==> config.mk <==
export PLATFORM = sky130hd
export DESIGN_NAME = dmem_port_arbiter_flat
export DESIGN_NICKNAME = d
export VERILOG_FILES = /design/src/rtl/dmem_port_arbiter_if.sv /design/src/rtl/dmem_port_arbiter.sv /design/src/flat_wrapper.sv
export SDC_FILE = /design/constraint.sdc
export NUM_CORES = 1
export LEC_CHECK = 0
export ABC_AREA = 1
export CORE_AREA = 5 5 119 121
export DETAILED_ROUTE_END_ITERATION = 16
export DIE_AREA = 0 0 124 126
export PLACE_DENSITY_LB_ADDON = 0.08
export SKIP_CTS_REPAIR_TIMING = 1
export SYNTH_ARGS = -nofsm -noshare
export SYNTH_HDL_FRONTEND = slang
export SYNTH_SLANG_ARGS = --single-unit
==> constraint.sdc <==
create_clock -name clk -period 4 [get_ports clk]
set_clock_uncertainty 0.1 [all_clocks]
set_input_delay 0.6 -clock clk [delete_from_list [all_inputs] [get_ports clk]]
set_output_delay 0.6 -clock clk [all_outputs]
set_load 0.05 [all_outputs]
==> src/rtl/dmem_port_arbiter_if.sv <==
// Bus bundle for dmem_port_arbiter: two requester ports plus the data-memory pins.
// slave = arbiter view, master = requesters/memory view.
interface dmem_port_arbiter_if #(
  parameter int ADDR_W = 32,
  parameter int DATA_W = 32
);
  localparam int MASK_W = DATA_W / 8;

  logic              req0, req1;
  logic              we0, we1;
  logic [MASK_W-1:0] mask0, mask1;
  logic [ADDR_W-1:0] addr0, addr1;
  logic [DATA_W-1:0] wdata0, wdata1;
  logic              gnt0, gnt1;
  logic              rvalid0, rvalid1;
  logic [DATA_W-1:0] rdata0, rdata1;
  logic              stall0;

  logic              mem_cs;
  logic              mem_wr;
  logic [MASK_W-1:0] mem_mask;
  logic [ADDR_W-1:0] mem_addr;
  logic [DATA_W-1:0] mem_wdata;
  logic [DATA_W-1:0] mem_rdata;

  modport slave (
    input  req0, req1, we0, we1, mask0, mask1, addr0, addr1, wdata0, wdata1,
    output gnt0, gnt1, rvalid0, rvalid1, rdata0, rdata1, stall0,
    output mem_cs, mem_wr, mem_mask, mem_addr, mem_wdata,
    input  mem_rdata
  );

  modport master (
    output req0, req1, we0, we1, mask0, mask1, addr0, addr1, wdata0, wdata1,
    input  gnt0, gnt1, rvalid0, rvalid1, rdata0, rdata1, stall0,
    input  mem_cs, mem_wr, mem_mask, mem_addr, mem_wdata,
    output mem_rdata
  );
endinterface

==> src/rtl/dmem_port_arbiter.sv <==
// Two-requester arbiter/sequencer for the single data-memory port.
// Define DMEM_ARB_RR_EN for round-robin; default is fixed priority with starvation counter.
module dmem_port_arbiter #(
  parameter int ADDR_W   = 32,
  parameter int DATA_W   = 32,
  parameter int MAX_WAIT = 4
) (
  input  logic               clk,
  input  logic               rst_n,
  dmem_port_arbiter_if.slave bus
);
  localparam int MASK_W = DATA_W / 8;

  logic gnt0, gnt1;

`ifdef DMEM_ARB_RR_EN
  // Index that wins the next contended cycle; points away from the last winner.
  logic rr_ptr_q;

  always_ff @(posedge clk or negedge rst_n) begin
    if (!rst_n)
      rr_ptr_q <= 1'b0;
    else if (gnt0 || gnt1)
      rr_ptr_q <= gnt0;
  end

  always_comb begin
    gnt0 = 1'b0;
    gnt1 = 1'b0;
    if (rst_n) begin
      if (bus.req0 && bus.req1) begin
        gnt0 = ~rr_ptr_q;
        gnt1 = rr_ptr_q;
      end else begin
        gnt0 = bus.req0;
        gnt1 = bus.req1;
      end
    end
  end
`else
  typedef enum logic {COUNT, FORCE} wait_state_e;

  localparam logic [3:0] MAX_WAIT_C = 4'(MAX_WAIT);

  wait_state_e state_q, state_d;
  logic [3:0]  wait1_q, wait1_d;

  always_ff @(posedge clk or negedge rst_n) begin
    if (!rst_n) begin
      state_q <= COUNT;
      wait1_q <= '0;
    end else begin
      state_q <= state_d;
      wait1_q <= wait1_d;
    end
  end

  // FORCE always returns to COUNT: req1 either drops or is granted there.
  always_comb begin
    state_d = COUNT;
    wait1_d = '0;
    case (state_q)
      COUNT: begin
        if (bus.req1 && !gnt1) begin
          wait1_d = wait1_q + 4'd1;
          if (wait1_d == MAX_WAIT_C)
            state_d = FORCE;
        end
      end
      FORCE:   state_d = COUNT;
      default: state_d = COUNT;
    endcase
  end

  always_comb begin
    gnt0 = 1'b0;
    gnt1 = 1'b0;
    if (rst_n) begin
      gnt1 = bus.req1 && (!bus.req0 || state_q == FORCE);
      gnt0 = bus.req0 && !gnt1;
    end
  end
`endif

  logic              sel_we;
  logic [MASK_W-1:0] sel_mask;
  logic [ADDR_W-1:0] sel_addr;
  logic [DATA_W-1:0] sel_wdata;

  always_comb begin
    sel_we    = bus.we0;
    sel_mask  = bus.mask0;
    sel_addr  = bus.addr0;
    sel_wdata = bus.wdata0;
    if (gnt1) begin
      sel_we    = bus.we1;
      sel_mask  = bus.mask1;
      sel_addr  = bus.addr1;
      sel_wdata = bus.wdata1;
    end
  end

  logic rd_issue_q, issue_owner_q;
  logic rd_pend_q, owner_q;

  always_ff @(posedge clk or negedge rst_n) begin
    if (!rst_n) begin
      bus.mem_cs    <= 1'b1;
      bus.mem_wr    <= 1'b1;
      bus.mem_mask  <= '0;
      bus.mem_addr  <= '0;
      bus.mem_wdata <= '0;
      rd_issue_q    <= 1'b0;
      issue_owner_q <= 1'b0;
    end else if (gnt0 || gnt1) begin
      bus.mem_cs    <= 1'b0;
      bus.mem_wr    <= ~sel_we;
      bus.mem_mask  <= sel_mask;
      bus.mem_addr  <= sel_addr;
      bus.mem_wdata <= sel_wdata;
      rd_issue_q    <= ~sel_we;
      issue_owner_q <= gnt1;
    end else begin
      bus.mem_cs    <= 1'b1;
      bus.mem_wr    <= 1'b1;
      bus.mem_mask  <= '0;
      rd_issue_q    <= 1'b0;
    end
  end

  // Second stage lines rd_pend/owner up with the cycle mem_rdata is valid (issue + 1).
  always_ff @(posedge clk or negedge rst_n) begin
    if (!rst_n) begin
      rd_pend_q <= 1'b0;
      owner_q   <= 1'b0;
    end else begin
      rd_pend_q <= rd_issue_q;
      owner_q   <= issue_owner_q;
    end
  end

  logic rv0, rv1;

  assign rv0         = rd_pend_q && !owner_q;
  assign rv1         = rd_pend_q && owner_q;
  assign bus.rvalid0 = rv0;
  assign bus.rvalid1 = rv1;
  assign bus.rdata0  = rv0 ? bus.mem_rdata : '0;
  assign bus.rdata1  = rv1 ? bus.mem_rdata : '0;
  assign bus.gnt0    = gnt0;
  assign bus.gnt1    = gnt1;
  assign bus.stall0  = bus.req0 && !gnt0;
endmodule

==> src/flat_wrapper.sv <==
// flat-port wrapper written by rule: the top's interface ports become plain ports
module dmem_port_arbiter_flat 
#(
  parameter int ADDR_W   = 32,
  parameter int DATA_W   = 32,
  parameter int MAX_WAIT = 4
)
  (clk, rst_n, bus_req0, bus_req1, bus_we0, bus_we1, bus_mask0, bus_mask1, bus_addr0, bus_addr1, bus_wdata0, bus_wdata1, bus_gnt0, bus_gnt1, bus_rvalid0, bus_rvalid1, bus_rdata0, bus_rdata1, bus_stall0, bus_mem_cs, bus_mem_wr, bus_mem_mask, bus_mem_addr, bus_mem_wdata, bus_mem_rdata);
  dmem_port_arbiter_if #(.ADDR_W(ADDR_W), .DATA_W(DATA_W)) bus_i ();
  input  logic clk;
  input  logic rst_n;
  input wire logic [$bits(bus_i.req0)-1:0] bus_req0;
  input wire logic [$bits(bus_i.req1)-1:0] bus_req1;
  input wire logic [$bits(bus_i.we0)-1:0] bus_we0;
  input wire logic [$bits(bus_i.we1)-1:0] bus_we1;
  input wire logic [$bits(bus_i.mask0)-1:0] bus_mask0;
  input wire logic [$bits(bus_i.mask1)-1:0] bus_mask1;
  input wire logic [$bits(bus_i.addr0)-1:0] bus_addr0;
  input wire logic [$bits(bus_i.addr1)-1:0] bus_addr1;
  input wire logic [$bits(bus_i.wdata0)-1:0] bus_wdata0;
  input wire logic [$bits(bus_i.wdata1)-1:0] bus_wdata1;
  output wire logic [$bits(bus_i.gnt0)-1:0] bus_gnt0;
  output wire logic [$bits(bus_i.gnt1)-1:0] bus_gnt1;
  output wire logic [$bits(bus_i.rvalid0)-1:0] bus_rvalid0;
  output wire logic [$bits(bus_i.rvalid1)-1:0] bus_rvalid1;
  output wire logic [$bits(bus_i.rdata0)-1:0] bus_rdata0;
  output wire logic [$bits(bus_i.rdata1)-1:0] bus_rdata1;
  output wire logic [$bits(bus_i.stall0)-1:0] bus_stall0;
  output wire logic [$bits(bus_i.mem_cs)-1:0] bus_mem_cs;
  output wire logic [$bits(bus_i.mem_wr)-1:0] bus_mem_wr;
  output wire logic [$bits(bus_i.mem_mask)-1:0] bus_mem_mask;
  output wire logic [$bits(bus_i.mem_addr)-1:0] bus_mem_addr;
  output wire logic [$bits(bus_i.mem_wdata)-1:0] bus_mem_wdata;
  input wire logic [$bits(bus_i.mem_rdata)-1:0] bus_mem_rdata;
  assign bus_i.req0 = bus_req0;
  assign bus_i.req1 = bus_req1;
  assign bus_i.we0 = bus_we0;
  assign bus_i.we1 = bus_we1;
  assign bus_i.mask0 = bus_mask0;
  assign bus_i.mask1 = bus_mask1;
  assign bus_i.addr0 = bus_addr0;
  assign bus_i.addr1 = bus_addr1;
  assign bus_i.wdata0 = bus_wdata0;
  assign bus_i.wdata1 = bus_wdata1;
  assign bus_gnt0 = bus_i.gnt0;
  assign bus_gnt1 = bus_i.gnt1;
  assign bus_rvalid0 = bus_i.rvalid0;
  assign bus_rvalid1 = bus_i.rvalid1;
  assign bus_rdata0 = bus_i.rdata0;
  assign bus_rdata1 = bus_i.rdata1;
  assign bus_stall0 = bus_i.stall0;
  assign bus_mem_cs = bus_i.mem_cs;
  assign bus_mem_wr = bus_i.mem_wr;
  assign bus_mem_mask = bus_i.mem_mask;
  assign bus_mem_addr = bus_i.mem_addr;
  assign bus_mem_wdata = bus_i.mem_wdata;
  assign bus_i.mem_rdata = bus_mem_rdata;
  dmem_port_arbiter #(.ADDR_W(ADDR_W), .DATA_W(DATA_W), .MAX_WAIT(MAX_WAIT)) u_core (.clk(clk), .rst_n(rst_n), .bus(bus_i));
endmodule
* Yosys cells after proc, flatten, opt, wreduce, memory -nomap -nowiden
Cells that the tools add are included.
** Word-level totals
- Input bits :: 174
- Bits in registers :: 79
- Output and inout port bits :: 139
- Logic and storage cells :: 45
** Operators by class
- Reductions and logical operators :: 13
- Bitwise gates (word level) :: 2
- Equality and inequality tests :: 1
- Add/sub/neg operators :: 1
- Muxes and demuxes :: 17
** Operators with widths (count)
- 32-bit 2-to-1 mux :: 4
- 4-bit 2-to-1 mux :: 4
- 1-bit 2-to-1 mux :: 8
- 1-bit logical AND :: 6
- 1-bit zero test :: 5
- 4-bit by 1-bit adder with 4-bit output, second input constant :: 1
- 4-bit by 3-bit equality test with 1-bit output, second input constant :: 1
- 1-bit logical OR :: 2
- 1-bit NOT :: 2
- 1-bit one-hot mux with 2 select lines :: 1

* Logic depth before layout (Yosys ltp)
Gate-level depths: netlist of the first run.
- Word-level depth :: 8
- Mapped depth :: 9
- Gate-level depth less buffers :: 7

* Worst setup path after synthesis of the first run
No wires, ideal clock.
- Path kind :: in2out
- Start point :: input bus_req1
- End point :: output bus_stall0
- Buffers on the path :: 2
- Data arrival time :: 2187 ps
- Slack :: 1113 ps
- Stages :: 4
- Path through :: buf_2 -> buf_4 -> a21oi_1 -> nor2_1
** On the way
- Word-level cells in the longest chain between the ends :: 6
** Ends and longest elaborated chain
- start: declaration :: RTL line flat_wrapper.sv:13 : input wire logic [$bits(bus_i.req1)-1:0] bus_req1;
- 1-bit logical AND :: RTL line dmem_port_arbiter.sv:79 : gnt1 = bus.req1 && (!bus.req0 || state_q == FORCE);
- 1-bit zero test :: RTL line dmem_port_arbiter.sv:80 : gnt0 = bus.req0 && !gnt1;
- 1-bit logical AND :: RTL line dmem_port_arbiter.sv:80
- 1-bit 2-to-1 mux :: RTL line dmem_port_arbiter.sv:78 : if (rst_n) begin
- named net bus_gnt0 :: RTL line flat_wrapper.sv:22 : output wire logic [$bits(bus_i.gnt0)-1:0] bus_gnt0;
- 1-bit zero test :: RTL line dmem_port_arbiter.sv:152 : assign bus.stall0 = bus.req0 && !gnt0;
- 1-bit logical AND :: RTL line dmem_port_arbiter.sv:152
- end: declaration :: RTL line flat_wrapper.sv:28 : output wire logic [$bits(bus_i.stall0)-1:0] bus_stall0;
The timed path passes the listed nets, and every way through them passes these cells.

* Final worst setup path of the first run
- Start point :: register u_core.owner_q
- End point :: output bus_rdata1[6]
** On the way
- Word-level cells in the longest chain between the ends :: 2
** Ends and longest elaborated chain
- start: declaration :: RTL line dmem_port_arbiter.sv:104 : logic rd_pend_q, owner_q;
- start signal: assignment :: RTL line dmem_port_arbiter.sv:138 : owner_q <= issue_owner_q;
- 1-bit logical AND :: RTL line dmem_port_arbiter.sv:145 : assign rv1 = rd_pend_q && owner_q;
- 32-bit 2-to-1 mux :: RTL line dmem_port_arbiter.sv:149 : assign bus.rdata1 = rv1 ? bus.mem_rdata : '0;
- end: declaration :: RTL line flat_wrapper.sv:27 : output wire logic [$bits(bus_i.rdata1)-1:0] bus_rdata1;
Every way passes these cells.

==> results of run 1 <==
-- metrics by stage --
stage	worst slack (ns)	util, %
floorplan	1.11	-
global placement	1.09	61.1
detailed placement	1.06	61.1
CTS	0.800	63.6
global route	0.634	63.6
finish	0.817	63.6
-- worst min path at each step --
stage | startpoint | slack, ns | to | cells after the start
after floorplan | rst_n | 0.20 | u_core.bus.mem_addr[0]$_DFFE_PN0P_ | 0
final | u_core.rd_issue_q$_DFF_PN0_ | 0.26 | u_core.rd_pend_q$_DFF_PN0_ | 0
after CTS | u_core.rd_issue_q$_DFF_PN0_ | 0.26 | u_core.rd_pend_q$_DFF_PN0_ | 0
after global routing | u_core.rd_issue_q$_DFF_PN0_ | 0.27 | u_core.rd_pend_q$_DFF_PN0_ | 0
after detailed placement | u_core.rd_issue_q$_DFF_PN0_ | 0.25 | u_core.rd_pend_q$_DFF_PN0_ | 0
after global placement | u_core.rd_issue_q$_DFF_PN0_ | 0.25 | u_core.rd_pend_q$_DFF_PN0_ | 0
-- routing by layer --
layer | routed length (µm) | share of wire, %
met5 | 0 | 0
met4 | 548 | 3.0
met1 | 7070 | 38
met3 | 1640 | 8.8
met2 | 9320 | 50
-- flip-flops by register name, summed over array words and instances (netlist names), 4 cells and up --
name,count
u_core.bus.mem_addr,32
u_core.bus.mem_mask,4
u_core.bus.mem_wdata,32
u_core.wait1_q,4
-- cell families (layout without fill, tap and decap cells) --
kind of cell	count (synthesis)	after routing	synth area share, %
other cells	0	2	0
compound gates	5	5	0.524
simple gates	415	415	38.0
xor+xnor	2	2	0.367
fa+ha+maj	1	1	0.262
buf+inv	227	513	19.5
flops	79	79	41.4
-- power breakdown --
part | total (mW) | switching (mW) | internal [mW]
Sequential | 0.968 | 0.0572 | 0.910
Clock | 0.884 | 0.319 | 0.565
Combinational | 1.22 | 0.773 | 0.450
Total | 3.07 | 1.15 | 1.92
-- critical path: cells and delay by family (launching register included) --
kind	cells	cell delay, ns
flip-flops	1	0.34
AND/OR/NAND/NOR	2	0.93
buffers and inverters	1	0.86
-- cell usage in the layout (no fill, tap or decap) --
master and instances:
sky130_fd_sc_hd__inv_2 1, sky130_fd_sc_hd__clkbuf_8 1, sky130_fd_sc_hd__bufinv_16 2, sky130_fd_sc_hd__nor2b_1 1, sky130_fd_sc_hd__buf_4 8, sky130_fd_sc_hd__nor2_1 76
sky130_fd_sc_hd__clkdlybuf4s50_1 309, sky130_fd_sc_hd__clkbuf_1 3, sky130_fd_sc_hd__dfstp_2 2, sky130_fd_sc_hd__buf_12 2, sky130_fd_sc_hd__a21oi_1 1, sky130_fd_sc_hd__o21ai_0 4
sky130_fd_sc_hd__ha_1 1, sky130_fd_sc_hd__xnor2_1 2, sky130_fd_sc_hd__clkbuf_16 9, sky130_fd_sc_hd__inv_1 176, sky130_fd_sc_hd__diode_2 2, sky130_fd_sc_hd__clkinvlp_4 1
sky130_fd_sc_hd__nand4_1 65, sky130_fd_sc_hd__nand3_1 66, sky130_fd_sc_hd__nand3_2 1, sky130_fd_sc_hd__nand2_1 204, sky130_fd_sc_hd__dfrtp_1 77, sky130_fd_sc_hd__nand2_2 2
sky130_fd_sc_hd__buf_2 1
-- area by class of cell --
class / instances / area [µm²] / share of cell area (%)
antenna: 2 / 5.00 / 0.0606
sequential: 79 / 1980 / 24.0
timing repair buffer: 320 / 3200 / 38.7
inverter: 177 / 664 / 8.05
clock buffer: 13 / 250 / 3.03
multi-input combinational: 423 / 1870 / 22.7
tap: 176 / 220 / 2.67
clock inverter: 3 / 67.6 / 0.818
==> flow_results.org, run 1 <==
** Status
- The run finished with clean final reports.

** Worst hold path
- HP Class :: reg2reg

** Synth
- In the synthesized netlist the dominant register cell turns out to be sky130_fd_sc_hd__dfrtp_1.
- The average instance in the mapped netlist occupies 6.55 µm².
- The Yosys step of the flow raised 0 warnings.
- The cell area that synthesis handed to floorplanning was 0.00478 mm².
- sky130_fd_sc_hd__nand2_1 is the most common cell in the netlist.
- Distinct cell type count of the synthesized netlist :: 20
- Ranked by instance count, the synthesized netlist is headed by sky130_fd_sc_hd__nand2_1, sky130_fd_sc_hd__inv_1, sky130_fd_sc_hd__dfrtp_1.
- By area the synthesized netlist is led by sky130_fd_sc_hd__dfrtp_1, sky130_fd_sc_hd__nand2_1, sky130_fd_sc_hd__inv_1.
- For this run, asynchronously set or reset flops after synthesis account for 100%.
- Of all cell types, the one taking the most synthesized area is sky130_fd_sc_hd__dfrtp_1.
- Post-synthesis sequential area ratio :: 41.4%
- Count of flip-flops with a built-in enable after synthesis :: 0
- Number of synthesized register bits :: 79
- Synthesis produced a netlist with a net count of 904.
- Summed over its instances, the top area cell type makes up 40.3% of the synthesized netlist area.
- The cell count after synthesis came out at 729.

** Final layout
- The area growth from synthesis to layout is 72.8%.
- In the final design database the tool counted 1,185 nets.
- Share of cells above drive strength 1 :: 2.96%
- Fill cell count :: 1,216
- The finished cells cover 0.00826 mm².
- Final cell count without fillers :: 1,193

** Critical path
- Cell breakdown of the critical path :: nand2_1 > nor2_1 > clkdlybuf4s50_1
- Setup slack of the most critical reg-to-reg path :: 1.86 ns
- Reg2Reg Launch Point :: u_core.state_q$_DFF_PN0_
- The critical path is of the reg2out type.
- Critical R2R Capture :: u_core.bus.mem_mask[3]$_DFF_PN0_
- Type of element launching the critical path :: register
- The worst setup path is captured at an output pin.
- Logic depth of the worst register-to-register path :: 7
- For the worst setup path, the data arrival time is 2.48 ns.
- Required @ worst endpoint :: 3.30 ns
- Worst path max stage delay :: 0.86 ns
- In this run the worst path has a maximum fanout of 33.
- The most critical setup path has its startpoint at u_core.owner_q$_DFF_PN0_.
- For this design, the slowest cell found on the critical path is sky130_fd_sc_hd__clkdlybuf4s50_1.
- Worst setup path end :: bus_rdata1[6]

** Clock network
- Number of buffers added by the clock tree synthesis step :: 9
- Clock-pin slew was measured on the worst setup and hold paths at 0.06 ns.
- The clock passes through at most 2 buffers.
- Clock tree from TritonCTS :: built
- Sink Count :: 79
- The H-tree was split into 3 levels.
- The clock reaches the later pin of the worst-skew pair after 0.33 ns.
- Clk root buf :: sky130_fd_sc_hd__clkbuf_16

** Power
- Post-route total power :: 3.07 mW
- IR drop worst, VDD :: 196 µV
- Reported leakage power :: 4.34 nW
- In this run the power density over the cells is 372 mW/mm².

** Timing
- Fin. max-slew vios :: 0
- After layout, the worst path uses 79.6% of the clock period.
- Pin slew with the least headroom to its limit :: 1.13 ns
- Final Hold Vio Count :: 0
- Summed over all failing endpoints, the final setup total negative slack is 0 ns.
- Worst slack on hold paths :: 0.264 ns
- Headroom to the max-slew limit :: 24.3%
- Finish-stage setup viols :: 0
- Highest achievable clock rate :: 314 MHz
- For the finished layout, the period the worst path requires is 3.18 ns.
- Setup repair after global routing missed its margin :: no

** Routing
- Once detail routing completed, the nets flagged for antenna violations numbered 0.
- First-iteration detailed-routing DRC count :: 380
- Routed WL per cell :: 15.6 µm
- Using the TritonRoute via totals, the vias-per-cell ratio works out to 4.58.
- For this block, the routed nets add up to 18,600 µm of wire.
- Initial DRT Pass Iterations :: 4
- The final route contains 5,466 vias.
- In the routed design, unresolved DRC markers number 0.

** Global route
- Via count of the first global-routing pass :: 5,135
- The first global-routing pass estimated 28,300 µm of wire.
- Entering global routing, the biggest net connects 75 pins.
- For this run, global-route usage on met2 was measured as 39.8%.
- Number of antenna violations at the first check in global routing :: 2
- Met1 demand-to-capacity share in global routing :: 27.3%
- Global routing consumed, on the met3 layer, 6.41% of the routing resources.
- Overall routing resource usage :: 23.2%
- The layer flagged by global routing as most heavily used is met2.
- Summed over all layers, the global routing overflow is 0.

** Placed design
- The congestion estimate from routability-driven global placement came to 0.821.
- Total cell area at the placement stage :: 0.00793 mm²
- The number of placed instances, taps included, is 1,175.
- Final HPWL from detailed placement :: 13,700 µm
- Port buffering added 312 buffers.

** Flow run
- Count of maximum capacitance violations :: 0

** Floorplan
- DIE AREA :: 0.0156 mm²
- Row count :: 42
- The die is 126 µm tall.
- DIE WIDTH :: 124 µm
- Top-level port count :: 313
- After floorplanning, the core was sized to cover 0.0130 mm².
- The initial utilization of the core area, before any placement, comes to 36.8%.
Note: power is estimated with default switching activity, not from simulation.
==> inputs of run 2 (changes only) <==
Settings changed: CORE_AREA 5 5 119 121 to not set, CORE_ASPECT_RATIO set to 1.2, CORE_MARGIN set to 5, CORE_UTILIZATION set to 37, DIE_AREA 0 0 124 126 to not set.
Clock period 4 ns to 2.95 ns, I/O delays scaled along.
==> run 2 against run 1 <==
Power is 30% higher. Die area is 2.1% lower. Worst setup slack worse by 0.52 ns. Clock-buffer cell count is 1 lower. Core utilization is 1.1 points higher. Routed wire length is 3.7% lower. Cell area is 0.65% lower. Final cell count is 0.67% lower. Register-to-register slack worse by 0.87 ns. Sequential power is 36% higher. Sequential share of layout area is 0.16 points higher. Combinational power is 36% higher. Critical endpoint is now bus_stall0. Highest routed layer unchanged.
==> flow_results.org, run 2 (same netlist as run 1, synthesis figures left out) <==
** Status
- Result of the run: complete, no violations (unchanged).

** Critical path
- Critical Path Sink Type :: output pin (unchanged)
- Most prevalent standard cell on the critical path :: sky130_fd_sc_hd__buf_4
- Worst path max stage delay :: 0.52 ns (was 0.86 ns)
- The required time of the worst setup path was 2.41 ns (was 3.30 ns).
- Cell breakdown of the critical path :: dlygate4sd3_1 > buf_4 > nand2_1 > a21oi_1 > nor2_1 > buf_4 (was nand2_1 > nor2_1 > clkdlybuf4s50_1)
- The data arrival at the endpoint of the critical path came to 2.11 ns (was 2.48 ns).
- The peak fanout along the critical path was 29 (was 33).
- Crit-path slowest cell :: sky130_fd_sc_hd__dlygate4sd3_1 (was sky130_fd_sc_hd__clkdlybuf4s50_1)
- Type of element launching the critical path :: input port (was register)
- Critical path class :: in2out (was reg2out)

** Power
- Post-route total power :: 4.01 mW (was 3.07 mW)
- The worst-case vdd ir drop was 341 µV (was 196 µV).
- Reported leakage power :: 4.44 nW (was 4.34 nW)
- P per Cell Area :: 489 mW/mm² (was 372 mW/mm²)

** Timing
- Timing would allow up to 376 MHz.
- The setup total negative slack is 0 ns (unchanged).
- Ratio of final minimum period to clock period :: 90.1%
- Headroom to the max-slew limit :: 60.9% (was 24.3%)
- The hold slack was 0.250 ns (was 0.264 ns).
- The final critical-path setup slack is 0.293 ns (was 0.817 ns).
- The number of max-slew violations in the final report came to 0 (unchanged).
- The setup-violating endpoint count in the final report was 0 (unchanged).
- Setup repair after global routing missed its margin: no (unchanged).
- The hold violation total from the final report came to 0 (unchanged).
- The clock period could shrink to 2.66 ns.
- Pin slew with the least headroom to its limit :: 0.585 ns (was 1.13 ns)

** Clock network
- The clock transition time at the flip-flop clock pins of the worst setup and hold paths came to 0.05 ns (was 0.06 ns).
- Clk root buf :: sky130_fd_sc_hd__clkbuf_16 (unchanged)
- Number of buffers added by the clock tree synthesis step :: 9 (unchanged)
- The number of buffers between clock root and the deepest sink came to 2 (unchanged).
- Sink Count :: 79 (unchanged)
- The CTS tree is built (unchanged).
- The number of H-tree levels came to 3 (unchanged).
- The worst-skew pair later-pin latency came to 0.33 ns (about the same).

** Final layout
- The most common cell after layout, fill and taps aside was sky130_fd_sc_hd__clkdlybuf4s50_1 (unchanged).
- Leading cell types in the layout, fill and taps excluded :: sky130_fd_sc_hd__clkdlybuf4s50_1, sky130_fd_sc_hd__nand2_1, sky130_fd_sc_hd__inv_1 (unchanged)
- Largest registers ranked by flip-flop count :: u_core.bus.mem_addr: 32 flops, u_core.bus.mem_wdata: 32 flops (unchanged)
- The share of cells above drive strength 1 is 7.16% (was 2.96%).
- Sequential standard cell area :: 0.00198 mm² (unchanged)
- Total area of multi-input combinational cells :: 0.00188 mm² (was 0.00187 mm²)
- The synthesis-to-layout area growth was 71.7% (was 72.8%).
- The final-stage net count was 1,190 (was 1,185).
- The number of fill cells in the layout came to 1,198 (was 1,216).

** Global route
- The pin count of the biggest net entering global routing was 118 (was 75).
- Sum of overflow across all layers after global routing :: 0 (unchanged)
- The number of antenna violations at the first check in global routing was 1 (was 2).
- The combined global-route utilization of all metal layers came to 22.8% (was 23.2%).
- Wire length of the first global-routing pass :: 27,400 µm (was 28,300 µm)
- The via count of the first global-routing pass is 5,133 (was 5,135).

** Floorplan
- Top-level port count :: 313 (unchanged)
- DIE WIDTH :: 114 µm (was 124 µm)
- Core area :: 0.0127 mm² (was 0.0130 mm²)
- The initial standard-cell utilization of the core is 37.7% (was 36.8%).
- Chip Height :: 134 µm (was 126 µm)
- DIE AREA :: 0.0153 mm² (was 0.0156 mm²)
- The number of rows in the core area was 45 (was 42).

** Placed design
- Final HPWL from detailed placement :: 13,500 µm (was 13,700 µm)
- Routability-driven placement congestion ratio :: 0.803 (was 0.821)
- Worst-case setup slack after placement :: 0.464 ns (was 1.06 ns)
- Buffers added on ports :: 312 (unchanged)

** Routing
- First-iteration detailed-routing DRC count :: 247 (was 380)
- The routed wire length came to 17,900 µm (was 18,600 µm).
- The detailed-route via count is 5,439 (was 5,466).
- Count of nets left with antenna violations after detail routing :: 0 (unchanged)
- Initial DRT Pass Iterations :: 4 (unchanged)
- The vias per cell was 4.59 (was 4.58).
- Routed WL per cell :: 15.1 µm (was 15.6 µm)
- The detailed-route DRC error count is 0 (unchanged).

** Flow run
- Count of maximum capacitance violations :: 0 (unchanged)

** Worst hold path
- HP Class :: reg2reg (unchanged)
==> run 2: changes by cell type in the layout (fill, tap and decap cells not counted), sizes merged <==
cell,previous run,this run
clkinv,0,4
clkdlybuf4s50,309,272
buf,11,52
dlygate4sd3,0,1
clkinvlp,1,0
bufinv,2,0
clkbuf,13,12
diode,2,1
==> run 2: power by group <==
part	switching, mW	total [mW]	internal [mW]	leakage, nW
clock network	0.423	1.03	0.610	0.142
registers	0.0815	1.32	1.24	0.975
logic	1.05	1.66	0.615	3.32
total	1.55	4.01	2.46	4.44
==> run 2: area by class of cell <==
class / count / share of cell area (%)
tap: 164 / 2.50
clock inverter: 4 / 0.244
antenna: 1 / 0.0305
timing repair buffer: 325 / 39.0
multi-input combinational: 423 / 22.9
sequential: 79 / 24.1
inverter: 177 / 8.10
clock buffer: 12 / 3.13
==> run 2: worst paths after layout <==
path                       slack [ns]                         from                              endpoint  cells past startpoint
max in group asynchronous        1.38                        rst_n  u_core.bus.mem_wdata[26]$_DFFE_PN0P_                      3
min                              0.25  u_core.rd_issue_q$_DFF_PN0_            u_core.rd_pend_q$_DFF_PN0_                      0
max                              0.29                        rst_n                            bus_stall0                      6
max reg2reg                      0.99     u_core.state_q$_DFF_PN0_  u_core.bus.mem_wdata[21]$_DFFE_PN0P_                      8
min in group asynchronous        0.48                        rst_n              u_core.state_q$_DFF_PN0_                      2
min reg2reg                      0.25  u_core.rd_issue_q$_DFF_PN0_            u_core.rd_pend_q$_DFF_PN0_                      0
==> run 2: metal layers <==
metal | part of all wire (%) | vias up | routed length [µm] | GRT usage (%)
met2 | 51 | 203 | 9170 | 40.1
met4 | 2.9 | 0 | 522 | 8.75
li1 | - | 2753 | - | -
met1 | 37 | 2454 | 6660 | 25.8
met5 | 0 | - | 0 | 0
met3 | 8.6 | 29 | 1530 | 6.77
==> run 2: per-stage QoR <==
step / instance area, µm² / cells / util (%)
global route: 8200 / 1185 / 64.8
floorplan: 4780 / 729 / -
CTS: 8190 / 1183 / 64.7
global placement: 7910 / 1167 / 62.5
detailed placement: 7910 / 1167 / 62.5
finish: 8200 / 1185 / 64.8
==> run 2: critical path, delay by kind of cell <==
kind            cells  cell delay [ns]
buf+inv             3             1.07
simple gates        2             0.28
compound gates      1             0.31
